`config.mk`:
```
export PLATFORM = sky130hd
export DESIGN_NAME = counter_sequencer
export DESIGN_NICKNAME = d
export VERILOG_FILES = /design/src/rtl/counter_sequencer.sv
export SDC_FILE = /design/constraint.sdc
export NUM_CORES = 1
export LEC_CHECK = 0
export CAP_MARGIN = 20
export CORE_ASPECT_RATIO = 0.8
export CORE_MARGIN = 3
export CORE_UTILIZATION = 50
export CTS_BUF_LIST = sky130_fd_sc_hd__clkbuf_2 sky130_fd_sc_hd__clkbuf_4 sky130_fd_sc_hd__clkbuf_8
export DETAILED_ROUTE_END_ITERATION = 10
export HOLD_SLACK_MARGIN = 0.12
export PLACE_DENSITY = 0.88
export SLEW_MARGIN = 0
export SYNTH_ARGS = -nofsm -noshare
export SYNTH_HDL_FRONTEND = slang
export SYNTH_SLANG_ARGS = --single-unit
```
`constraint.sdc`:
```
create_clock -name CLK -period 4.1 [get_ports CLK]
set_clock_uncertainty 0.05 [all_clocks]
set_input_delay 0.82 -clock CLK [delete_from_list [all_inputs] [get_ports CLK]]
set_output_delay 0.82 -clock CLK [all_outputs]
set_load 0.05 [all_outputs]
```
`src/rtl/counter_sequencer.sv`:
```
// counter_sequencer: loads a seed into three counter implementations, issues a CE pulse train
// and checks every cycle that all three track a lockstep reference model.
module counter_sequencer #(
    parameter int W     = 4,
    parameter int DIV_W = 4,
    parameter int LEN_W = 8
) (
    input  logic             CLK,
    input  logic             RST,
    input  logic             START,
    input  logic [W-1:0]     SEED,
    input  logic [DIV_W-1:0] DIV,
    input  logic [LEN_W-1:0] LEN,
    input  logic [W-1:0]     CNT_A,
    input  logic [W-1:0]     CNT_B,
    input  logic [W-1:0]     CNT_C,
    output logic             CE,
    output logic             LD,
    output logic [W-1:0]     LD_VAL,
    output logic [W-1:0]     EXPECT,
    output logic             BUSY,
    output logic             DONE,
    output logic             ERR,
    output logic [LEN_W-1:0] ERR_STEP
);
    typedef enum logic [2:0] {S_IDLE, S_LOAD, S_RUN, S_DRAIN, S_DONE, S_ERROR} state_t;
    state_t state, next;
    logic [DIV_W-1:0] div_r, div_cnt;
    logic [LEN_W-1:0] len_r, step;
    logic tick, mismatch, launch;
    assign launch   = START && (state == S_IDLE || state == S_DONE || state == S_ERROR);
    assign tick     = state == S_RUN && div_cnt == div_r;
    assign mismatch = (state == S_RUN || state == S_DRAIN) &&
                      (CNT_A != EXPECT || CNT_B != EXPECT || CNT_C != EXPECT);
    always_ff @(posedge CLK or posedge RST) begin
        if (RST) state <= S_IDLE;
        else     state <= next;
    end
    always_comb begin
        next = state;
        case (state)
            S_IDLE, S_DONE: next = START ? S_LOAD : S_IDLE;
            S_ERROR:        next = START ? S_LOAD : S_ERROR;
            S_LOAD:         next = len_r != '0 ? S_RUN : S_DRAIN;
            S_RUN:          next = mismatch ? S_ERROR :
                                   (tick && step + LEN_W'(1) == len_r) ? S_DRAIN : S_RUN;
            S_DRAIN:        next = mismatch ? S_ERROR : S_DONE;
            default:        next = S_IDLE;
        endcase
    end
    always_comb begin
        CE   = tick;
        LD   = state == S_LOAD;
        BUSY = state == S_LOAD || state == S_RUN || state == S_DRAIN;
        DONE = state == S_DONE;
        ERR  = state == S_ERROR;
    end
    // Run settings are frozen at launch so mid-run input changes cannot disturb the sequence.
    always_ff @(posedge CLK or posedge RST) begin
        if (RST) begin
            LD_VAL   <= '0;
            EXPECT   <= '0;
            ERR_STEP <= '0;
            len_r    <= '0;
            div_r    <= '0;
            div_cnt  <= '0;
            step     <= '0;
        end else begin
            if (launch) begin
                LD_VAL   <= SEED;
                len_r    <= LEN;
                div_r    <= DIV;
                div_cnt  <= '0;
                step     <= '0;
                ERR_STEP <= '0;
            end
            if (state == S_LOAD) EXPECT <= LD_VAL;
            if (state == S_RUN) begin
                div_cnt <= tick ? '0 : div_cnt + 1'b1;
                if (tick) begin
                    step   <= step + 1'b1;
                    EXPECT <= EXPECT + 1'b1;
                end
            end
            if (mismatch) ERR_STEP <= step;
        end
    end
endmodule
```
=== Yosys cells after proc, flatten, opt, wreduce, memory -nomap -nowiden ===
Cells that the tools add are included.

* Add/subtract/negate cells: 3
* Eq/ne operators: 10
* Multiplexer cells: 18
* Reductions and logical operators: 16

{| class="wikitable"
|+ Operators by type and width
! operator !! number
|-
| $mux W8 || 5
|-
| $mux W4 || 6
|-
| $pmux W3 S5 || 1
|-
| $ne A4 B4 Y1 || 3
|-
| $add A4 B1 Y4 const B || 2
|-
| $add A8 B1 Y8 const B || 1
|-
| $eq A8 B8 Y1 || 1
|-
| $reduce_bool A8 Y1 || 1
|-
| $logic_or A1 B1 Y1 || 7
|-
| $eq A3 B2 Y1 const B || 2
|-
| $eq A3 B3 Y1 const B || 2
|-
| $mux W3 || 2
|-
| $eq A4 B4 Y1 || 1
|-
| $logic_and A1 B1 Y1 || 4
|-
| $mux W1 || 4
|-
| $reduce_bool A2 Y1 || 2
|-
| $eq A3 B1 Y1 const B || 1
|-
| $logic_not A3 Y1 || 1
|-
| $reduce_or A2 Y1 || 1
|}

* Register bits after elaboration: 43
* Output and inout bits: 21
* Word-level logic and storage cells: 55

=== Longest topological paths before layout ===
Gate-level depths: netlist (run 1).

* Depth after elaboration: 7
* Gate-level depth with buffers: 7
* Depth with buffers taken out: 6

=== Worst setup path after synthesis (run 1) ===
OpenSTA, ideal clock, no wires.

* Path kind: register -> output
* Start point: register state[0]
* End point: output DONE
* Arrival time: 1.614 ns
* Slack: 1.616 ns
* Cell stages (with the launch flop): 3
* Path buffers: 1
* Cells stage by stage: dfrtp_1 -> clkbuf_1 -> nor3_1

* Longest elaborated chain between the ends: 1

{| class="wikitable"
|+ Ends and longest elaborated chain
! item !! line !! text
|-
| start, declared || 27 || <nowiki>state_t state, next;</nowiki>
|-
| start signal, assigned || 37 || <nowiki>else state <= next;</nowiki>
|-
| $eq A3 B3 Y1 || 55 || <nowiki>DONE = state == S_DONE;</nowiki>
|-
| end, declared || 22 || <nowiki>output logic DONE,</nowiki>
|}

No other way between the ends.

=== Worst setup path in the final report (run 1) ===
* Start point: register div_cnt[0]
* End point: output CE

* Longest elaborated chain between the ends: 2

{| class="wikitable"
|+ Ends and longest elaborated chain
! item !! line !! text
|-
| start, declared || 28 || <nowiki>logic [DIV_W-1:0] div_r, div_cnt;</nowiki>
|-
| start signal, assigned || 79 || <nowiki>div_cnt <= tick ? '0 : div_cnt + 1'b1;</nowiki>
|-
| $eq A4 B4 Y1 || 32 || <nowiki>assign tick = state == S_RUN && div_cnt == div_r;</nowiki>
|-
| $logic_and A1 B1 Y1 || 32 ||
|-
| end, declared || 17 || <nowiki>output logic CE,</nowiki>
|}

No other way between the ends.

==> results of run 1 <==
-- registers in the layout (all words and copies together), names as in the netlist --
| signal | count |
|---|---|
| state | 3 |
| ERR_STEP | 8 |
| div_r | 4 |
| len_r | 8 |
| LD_VAL | 4 |
| step | 8 |
| div_cnt | 4 |
| EXPECT | 4 |
-- layout make-up --
class	count	area [um^2]
inverters	8	30.0
clock buffers	6	82.6
fillers	342	1350
clock inverters	2	35.0
well taps	57	71.3
multi-input cells	157	1090
repair buffers	53	526
flip-flops and latches	43	1080
-- cells in the mapped netlist (all sizes together), types with 4 or more instances --
master	count	area, um^2
buf	5	31.3
nand3	6	30.0
a21oi	5	25.0
inv	8	30.0
mux2	17	191
nand2	24	90.1
a21o	4	30.0
dfrtp	43	1080
or4	4	30.0
nor2	11	43.8
nand4	6	37.5
xnor2	11	96.3
nor3	4	20.0
clkbuf	4	15.0
o21ai	19	95.1
nand2b	5	33.8
-- kinds of logic after synthesis --
| logic type | after synthesis | share of synthesized area, % |
|---|---|---|
| AOI/OAI and AO/OA | 44 | 13.0 |
| xor gates and xnor gates | 15 | 6.48 |
| adders and majority gates | 3 | 1.68 |
| buffers and inverters | 17 | 3.41 |
| DFF | 43 | 48.1 |
| muxes | 20 | 9.89 |
| and+or+nand+nor | 75 | 17.4 |
-- routing by layer --
| metal | vias to the layer above | part of all wire (%) | track usage [%] |
|---|---|---|---|
| li1 | 879 | - | - |
| met1 | 833 | 46 | 28.4 |
| met2 | 52 | 45 | 29.5 |
| met3 | 7 | 7.3 | 5.04 |
| met4 | 0 | 1.6 | 8.23 |
| met5 | - | 0 | 0 |
-- report_power, final --
group          switching [uW]  internal (uW)  total [uW]
registers                 155            555         710
logic                     494            391         885
clock network             138            197         335
total                     788           1140        1930
-- critical path, delay by kind of cell (launching register included) --
family	cells	cell delay, ns
buffers and inverters	2	1.05
and+or+nand+nor	2	0.68
DFF	1	0.44
xor gates and xnor gates	1	0.20
-- stage by stage --
step                worst slack, ns  cells  instance area [um^2]  util (%)  hold slack, ns
finish                        0.563    326                  2910      68.3           0.452
global route                  0.406    326                  2910      68.3           0.493
CTS                           0.533    325                  2900      68.1           0.454
detailed placement            0.884    317                  2780      65.3           0.440
global placement              0.954    317                  2780      65.3           0.438
floorplan                      1.62    217                  2240         -           0.414
-- final timing paths --
path	from	endpoint	slack, ns	depth (start not counted)
worst max-delay path	div_cnt[0]$_DFFE_PP0P_	CE	0.56	5
worst min register to register	state[2]$_DFF_PP0_	state[1]$_DFF_PP0_	0.45	1
worst max register to register	div_cnt[0]$_DFFE_PP0P_	EXPECT[3]$_DFF_PP0_	1.96	6
min in group asynchronous	RST	len_r[3]$_DFFE_PP0P_	0.89	3
worst min-delay path	state[2]$_DFF_PP0_	state[1]$_DFF_PP0_	0.45	1
max in group asynchronous	RST	EXPECT[1]$_DFF_PP0_	2.75	3
==> metrics.txt, run 1 <==
# TYPE chip_impl_metric gauge
chip_impl_metric{name="dieArea",unit="um^2"} 5320
chip_impl_info{name="worstPathCellList",value="xnor2_1 > nand4_1 > or2_1 > inv_2 > clkdlybuf4s50_1"} 1
chip_impl_metric{name="total_routed_length",unit="um"} 4800
chip_impl_metric{name="final-max-slew-violation-count",unit=""} 0
chip_impl_metric{name="clock_tree.buffer_depth",unit=""} 2
chip_impl_metric{name="total_clock_buffers_created_by_cts",unit=""} 5
chip_impl_metric{name="ys_seq_elements",unit=""} 43
chip_impl_info{name="tightest_hold_check_type",value="reg2reg"} 1
chip_impl_metric{name="initial_core_util",unit="%"} 52.6
chip_impl_metric{name="drt_first_pass_iters",unit=""} 4
chip_impl_metric{name="max_freq",unit="MHz"} 283
chip_impl_metric{name="cts-htree-levels",unit=""} 2
chip_impl_info{name="crit_path_top_delay_cell",value="sky130_fd_sc_hd__clkdlybuf4s50_1"} 1
chip_impl_metric{name="ys_seq_area_share",unit="%"} 48.1
chip_impl_info{name="layout_common_cells",value="sky130_fd_sc_hd__clkdlybuf4s50_1, sky130_fd_sc_hd__dfrtp_1, sky130_fd_sc_hd__nand2_1"} 1
chip_impl_metric{name="post-route-drc-count",unit=""} 0
chip_impl_metric{name="synth_enable_flop_cells",unit=""} 0
chip_impl_metric{name="fp-row-count",unit=""} 21
chip_impl_metric{name="max_slew.worst_pin.slew",unit="ns"} 0.766
chip_impl_metric{name="ant_nets",unit=""} 0
chip_impl_metric{name="vias_after_detailed_routing",unit=""} 1771
chip_impl_metric{name="worst-endpoint-required",unit="ns"} 3.23
chip_impl_metric{name="chipWidth",unit="um"} 80.8
chip_impl_info{name="grt_setup_unrepaired",value="false"} 1
chip_impl_metric{name="synth_cells",unit=""} 217
chip_impl_metric{name="finalCriticalPeriod",unit="ns"} 3.54
chip_impl_metric{name="cellLeakagePower",unit="uW"} 0.00123
chip_impl_metric{name="core_area",unit="um^2"} 4260
chip_impl_metric{name="portion_of_the_clock_cycle_consumed_by_the_worst_path_in_the_final_layout",unit="%"} 86.3
chip_impl_metric{name="report.power.total",unit="uW"} 1930
chip_impl_metric{name="hpwl",unit="um"} 3590
chip_impl_metric{name="slew_headroom",unit="%"} 48.9
chip_impl_metric{name="timing.max_cap.violations",unit=""} 0
chip_impl_metric{name="drt_first_iter_violations",unit=""} 120
chip_impl_metric{name="cts_sinks",unit=""} 43
chip_impl_metric{name="routed_via_density",unit=""} 5.43
chip_impl_metric{name="clkLatencyLatePin",unit="ns"} 0.30
chip_impl_metric{name="syn_area",unit="um^2"} 2240
chip_impl_metric{name="design.final.nets",unit=""} 302
chip_impl_metric{name="grt_pass1_vias",unit=""} 1754
chip_impl_metric{name="grt_start_max_net_pins",unit=""} 44
chip_impl_metric{name="post-cts-setup-buffers",unit=""} 0
chip_impl_info{name="critical_path.startpoint_type",value="flip-flop"} 1
chip_impl_metric{name="async_reset_ff_share",unit="%"} 100
chip_impl_metric{name="fp.dieH",unit="um"} 65.8
chip_impl_info{name="mostFrequentLayoutCell",value="sky130_fd_sc_hd__clkdlybuf4s50_1"} 1
chip_impl_info{name="ctsRootBufferMaster",value="sky130_fd_sc_hd__clkbuf_8"} 1
chip_impl_metric{name="global_route_wire_length_before_repair",unit="um"} 8090
chip_impl_info{name="cts_tree",value="yes"} 1
chip_impl_metric{name="cts_hold_buffers",unit=""} 0
chip_impl_metric{name="cts.clk_slew.worst_paths",unit="ns"} 0.08
chip_impl_metric{name="antenna_cells",unit=""} 0
chip_impl_metric{name="syn2layout_area_growth",unit="%"} 29.8
chip_impl_info{name="outcome",value="finished, final reports clean"} 1
chip_impl_info{name="ys.flop_type",value="sky130_fd_sc_hd__dfrtp_1"} 1
chip_impl_metric{name="wire_per_inst",unit="um"} 14.7
chip_impl_metric{name="setup-tns-final",unit="ns"} 0
chip_impl_metric{name="place_congestion",unit=""} 0.869
chip_impl_metric{name="power_density",unit="nW/um^2"} 664
chip_impl_metric{name="fraction_of_layout_cells_with_a_size_suffix_above_1",unit="%"} 12.3
chip_impl_metric{name="synth.avg_cell_area",unit="um^2"} 10.3
chip_impl_metric{name="global_route.usage.total",unit="%"} 20.1
chip_impl_metric{name="final-setup-viol-count",unit=""} 0
chip_impl_metric{name="timing.critical_path.slowest_cell_delay",unit="ns"} 0.83
chip_impl_info{name="path_class",value="reg2out"} 1
chip_impl_metric{name="cp.arrival",unit="ns"} 2.67
chip_impl_info{name="endpoint_kind",value="output port"} 1
chip_impl_metric{name="yosys_warnings",unit=""} 0
chip_impl_metric{name="post_synth_num_cell_types",unit=""} 46
chip_impl_metric{name="cts_repair_resize_count",unit=""} 0
chip_impl_metric{name="timing.final.hold_violations",unit=""} 0
chip_impl_metric{name="io_pins",unit=""} 52
chip_impl_metric{name="power.ir.vdd_worst",unit="mV"} 0.458
chip_impl_metric{name="numPortBuffers",unit=""} 51
chip_impl_metric{name="antenna_found_initial",unit=""} 0
chip_impl_metric{name="overflow",unit=""} 0
chip_impl_metric{name="worstPathMaxFanout",unit=""} 17
chip_impl_metric{name="postSynthNetCount",unit=""} 251
Note: power is estimated with default switching activity, not from simulation.
==> inputs of run 2 (changes only) <==
--- a/config.mk
+++ b/config.mk
@@ -11,6 +11,7 @@
 export CORE_UTILIZATION = 50
 export CTS_BUF_LIST = sky130_fd_sc_hd__clkbuf_2 sky130_fd_sc_hd__clkbuf_4 sky130_fd_sc_hd__clkbuf_8
 export DETAILED_ROUTE_END_ITERATION = 10
+export GPL_TIMING_DRIVEN = 0
 export HOLD_SLACK_MARGIN = 0.12
 export PLACE_DENSITY = 0.88
 export SLEW_MARGIN = 0
==> metrics.txt, run 2 (synthesis gave the netlist of run 1 again) <==
# TYPE chip_impl_metric gauge
chip_impl_info{name="outcome",value="finished, final reports clean"} 1
chip_impl_metric{name="worst_path_buf_inv",unit=""} 3
chip_impl_metric{name="fraction_of_layout_cells_with_a_size_suffix_above_1",unit="%"} 13.4
chip_impl_metric{name="drt_first_iter_violations",unit=""} 116
chip_impl_metric{name="cp.arrival",unit="ns"} 2.60
chip_impl_metric{name="max_freq",unit="MHz"} 289
chip_impl_metric{name="post-cts-setup-buffers",unit=""} 0
chip_impl_metric{name="cts_hold_buffers",unit=""} 0
chip_impl_metric{name="numPortBuffers",unit=""} 51
chip_impl_metric{name="grt_start_max_net_pins",unit=""} 44
chip_impl_info{name="mostFrequentLayoutCell",value="sky130_fd_sc_hd__clkdlybuf4s50_1"} 1
chip_impl_info{name="endpoint_kind",value="output port"} 1
chip_impl_metric{name="core_area",unit="um^2"} 4260
chip_impl_metric{name="fin_area",unit="um^2"} 2910
chip_impl_info{name="worstPathCellList",value="nand2b_2 > or2_1 > or2_1 > buf_2 > inv_2 > clkdlybuf4s50_1"} 1
chip_impl_info{name="path_class",value="reg2out"} 1
chip_impl_metric{name="antenna_cells",unit=""} 0
chip_impl_metric{name="hpwl",unit="um"} 3700
chip_impl_metric{name="global_route_wire_length_before_repair",unit="um"} 8360
chip_impl_info{name="ctsRootBufferMaster",value="sky130_fd_sc_hd__clkbuf_8"} 1
chip_impl_metric{name="cellLeakagePower",unit="uW"} 0.00123
chip_impl_info{name="cts_tree",value="yes"} 1
chip_impl_metric{name="timing.final.hold_violations",unit=""} 0
chip_impl_metric{name="drt_first_pass_iters",unit=""} 4
chip_impl_metric{name="ant_nets",unit=""} 0
chip_impl_metric{name="setup-tns-final",unit="ns"} 0
chip_impl_metric{name="fp.dieH",unit="um"} 65.8
chip_impl_metric{name="final-max-slew-violation-count",unit=""} 0
chip_impl_metric{name="clock_tree.buffer_depth",unit=""} 2
chip_impl_metric{name="design.final.nets",unit=""} 309
chip_impl_metric{name="cts_repair_resize_count",unit=""} 0
chip_impl_metric{name="dieArea",unit="um^2"} 5320
chip_impl_metric{name="power_density",unit="nW/um^2"} 646
chip_impl_metric{name="overflow",unit=""} 0
chip_impl_metric{name="placedInstanceArea",unit="um^2"} 2820
chip_impl_metric{name="placedCellCount",unit=""} 325
chip_impl_metric{name="timing.critical_path.slowest_cell_delay",unit="ns"} 0.84
chip_impl_info{name="path_delay_family",value="buffers and inverters"} 1
chip_impl_metric{name="cts-htree-levels",unit=""} 2
chip_impl_metric{name="post-route-drc-count",unit=""} 0
chip_impl_metric{name="global_route.usage.total",unit="%"} 20.2
chip_impl_metric{name="wire_per_inst",unit="um"} 14.8
chip_impl_metric{name="place_congestion",unit=""} 0.888
chip_impl_metric{name="slew_headroom",unit="%"} 41.7
chip_impl_metric{name="io_pins",unit=""} 52
chip_impl_metric{name="antenna_found_initial",unit=""} 0
chip_impl_info{name="crit_path_top_delay_cell",value="sky130_fd_sc_hd__clkdlybuf4s50_1"} 1
chip_impl_metric{name="vias_after_detailed_routing",unit=""} 1848
chip_impl_metric{name="power.ir.vdd_worst",unit="mV"} 0.408
chip_impl_metric{name="total_clock_buffers_created_by_cts",unit=""} 5
chip_impl_metric{name="routed_via_density",unit=""} 5.55
chip_impl_metric{name="timing.max_cap.violations",unit=""} 0
chip_impl_metric{name="syn2layout_area_growth",unit="%"} 30.0
chip_impl_metric{name="total_routed_length",unit="um"} 4930
chip_impl_metric{name="fp-row-count",unit=""} 21
chip_impl_metric{name="initial_core_util",unit="%"} 52.6
chip_impl_metric{name="grt_pass1_vias",unit=""} 1786
chip_impl_metric{name="clkLatencyLatePin",unit="ns"} 0.29
chip_impl_info{name="tightest_hold_check_type",value="reg2reg"} 1
chip_impl_metric{name="cts_sinks",unit=""} 43
chip_impl_metric{name="chipWidth",unit="um"} 80.8
chip_impl_info{name="crit_path_frequent_cell",value="sky130_fd_sc_hd__or2_1"} 1
chip_impl_metric{name="instances_no_fill",unit=""} 333
chip_impl_info{name="grt_setup_unrepaired",value="false"} 1
chip_impl_metric{name="final-setup-viol-count",unit=""} 0
chip_impl_info{name="top_regs",value="ERR_STEP x8, len_r x8, step x8"} 1
chip_impl_info{name="critical_path.startpoint_type",value="flip-flop"} 1
chip_impl_metric{name="finalCriticalPeriod",unit="ns"} 3.47
chip_impl_info{name="layout_common_cells",value="sky130_fd_sc_hd__clkdlybuf4s50_1, sky130_fd_sc_hd__dfrtp_1, sky130_fd_sc_hd__nand2_1"} 1
chip_impl_metric{name="worstPathMaxFanout",unit=""} 8
chip_impl_metric{name="portion_of_the_clock_cycle_consumed_by_the_worst_path_in_the_final_layout",unit="%"} 84.5
chip_impl_metric{name="max_slew.worst_pin.slew",unit="ns"} 0.873
chip_impl_metric{name="worst-endpoint-required",unit="ns"} 3.23
chip_impl_metric{name="cts.clk_slew.worst_paths",unit="ns"} 0.08
## run 2: cell types whose count changed in the layout (fill, tap and decap cells not counted), sizes merged
cell	previous run	this run
buf	2	5
clkbuf	6	11
bufinv	1	0
## run 2: routing by layer
layer	global-route usage [%]	up-vias	wire, um
li1	-	902	-
met1	28.3	890	2210
met2	31.8	50	2350
met3	5.18	6	325
met4	4.43	0	43
met5	0	-	0
## run 2: power breakdown
part           leakage (uW)  total (uW)  internal [uW]  switching (uW)
Combinational      0.000631         907            397             510
Sequential         0.000550         702            555             147
Clock             0.0000491         270            133             137
Total               0.00123        1880           1080             794
## run 2: final timing paths
check	startpoint	end	slack [ns]	cells after the start
max reg2reg	EXPECT[0]$_DFF_PP0_	ERR_STEP[3]$_DFFE_PP0P_	1.99	6
max in group asynchronous	RST	state[1]$_DFF_PP0_	2.47	2
min in group asynchronous	RST	len_r[1]$_DFFE_PP0P_	0.97	2
max	state[2]$_DFF_PP0_	CE	0.63	6
min	ERR_STEP[4]$_DFFE_PP0P_	ERR_STEP[4]$_DFFE_PP0P_	0.47	2
min reg2reg	ERR_STEP[4]$_DFFE_PP0P_	ERR_STEP[4]$_DFFE_PP0P_	0.47	2
## run 2: area by class of cell
cell class	instances	area, um^2
fillers	347	1350
multi-input cells	157	1090
flip-flops and latches	43	1080
repair buffers	51	510
clock buffers	7	83.8
well taps	57	71.3
plain buffers	9	46.3
inverters	8	30.0
clock inverters	1	5.00
## run 2: through the flow
step	total power [uW]	setup WS, ns	utilization (%)	hold slack [ns]
final	1880	0.635	68.3	0.473
after floorplan	1340	1.62	-	0.414
after global routing	2000	0.533	68.3	0.501
after detailed placement	1610	0.981	66.3	0.461
after CTS	1890	0.646	68.3	0.478
after global placement	1580	1.00	66.3	0.450
## run 2: worst register-to-register path, cell delays in order, from the launching register on
cell and delay (ns):
sky130_fd_sc_hd__dfrtp_1 0.46, sky130_fd_sc_hd__or4_1 0.52, sky130_fd_sc_hd__a22oi_1 0.26, sky130_fd_sc_hd__a21oi_1 0.24, sky130_fd_sc_hd__buf_2 0.27, sky130_fd_sc_hd__nand2_1 0.08
sky130_fd_sc_hd__o21ai_0 0.09
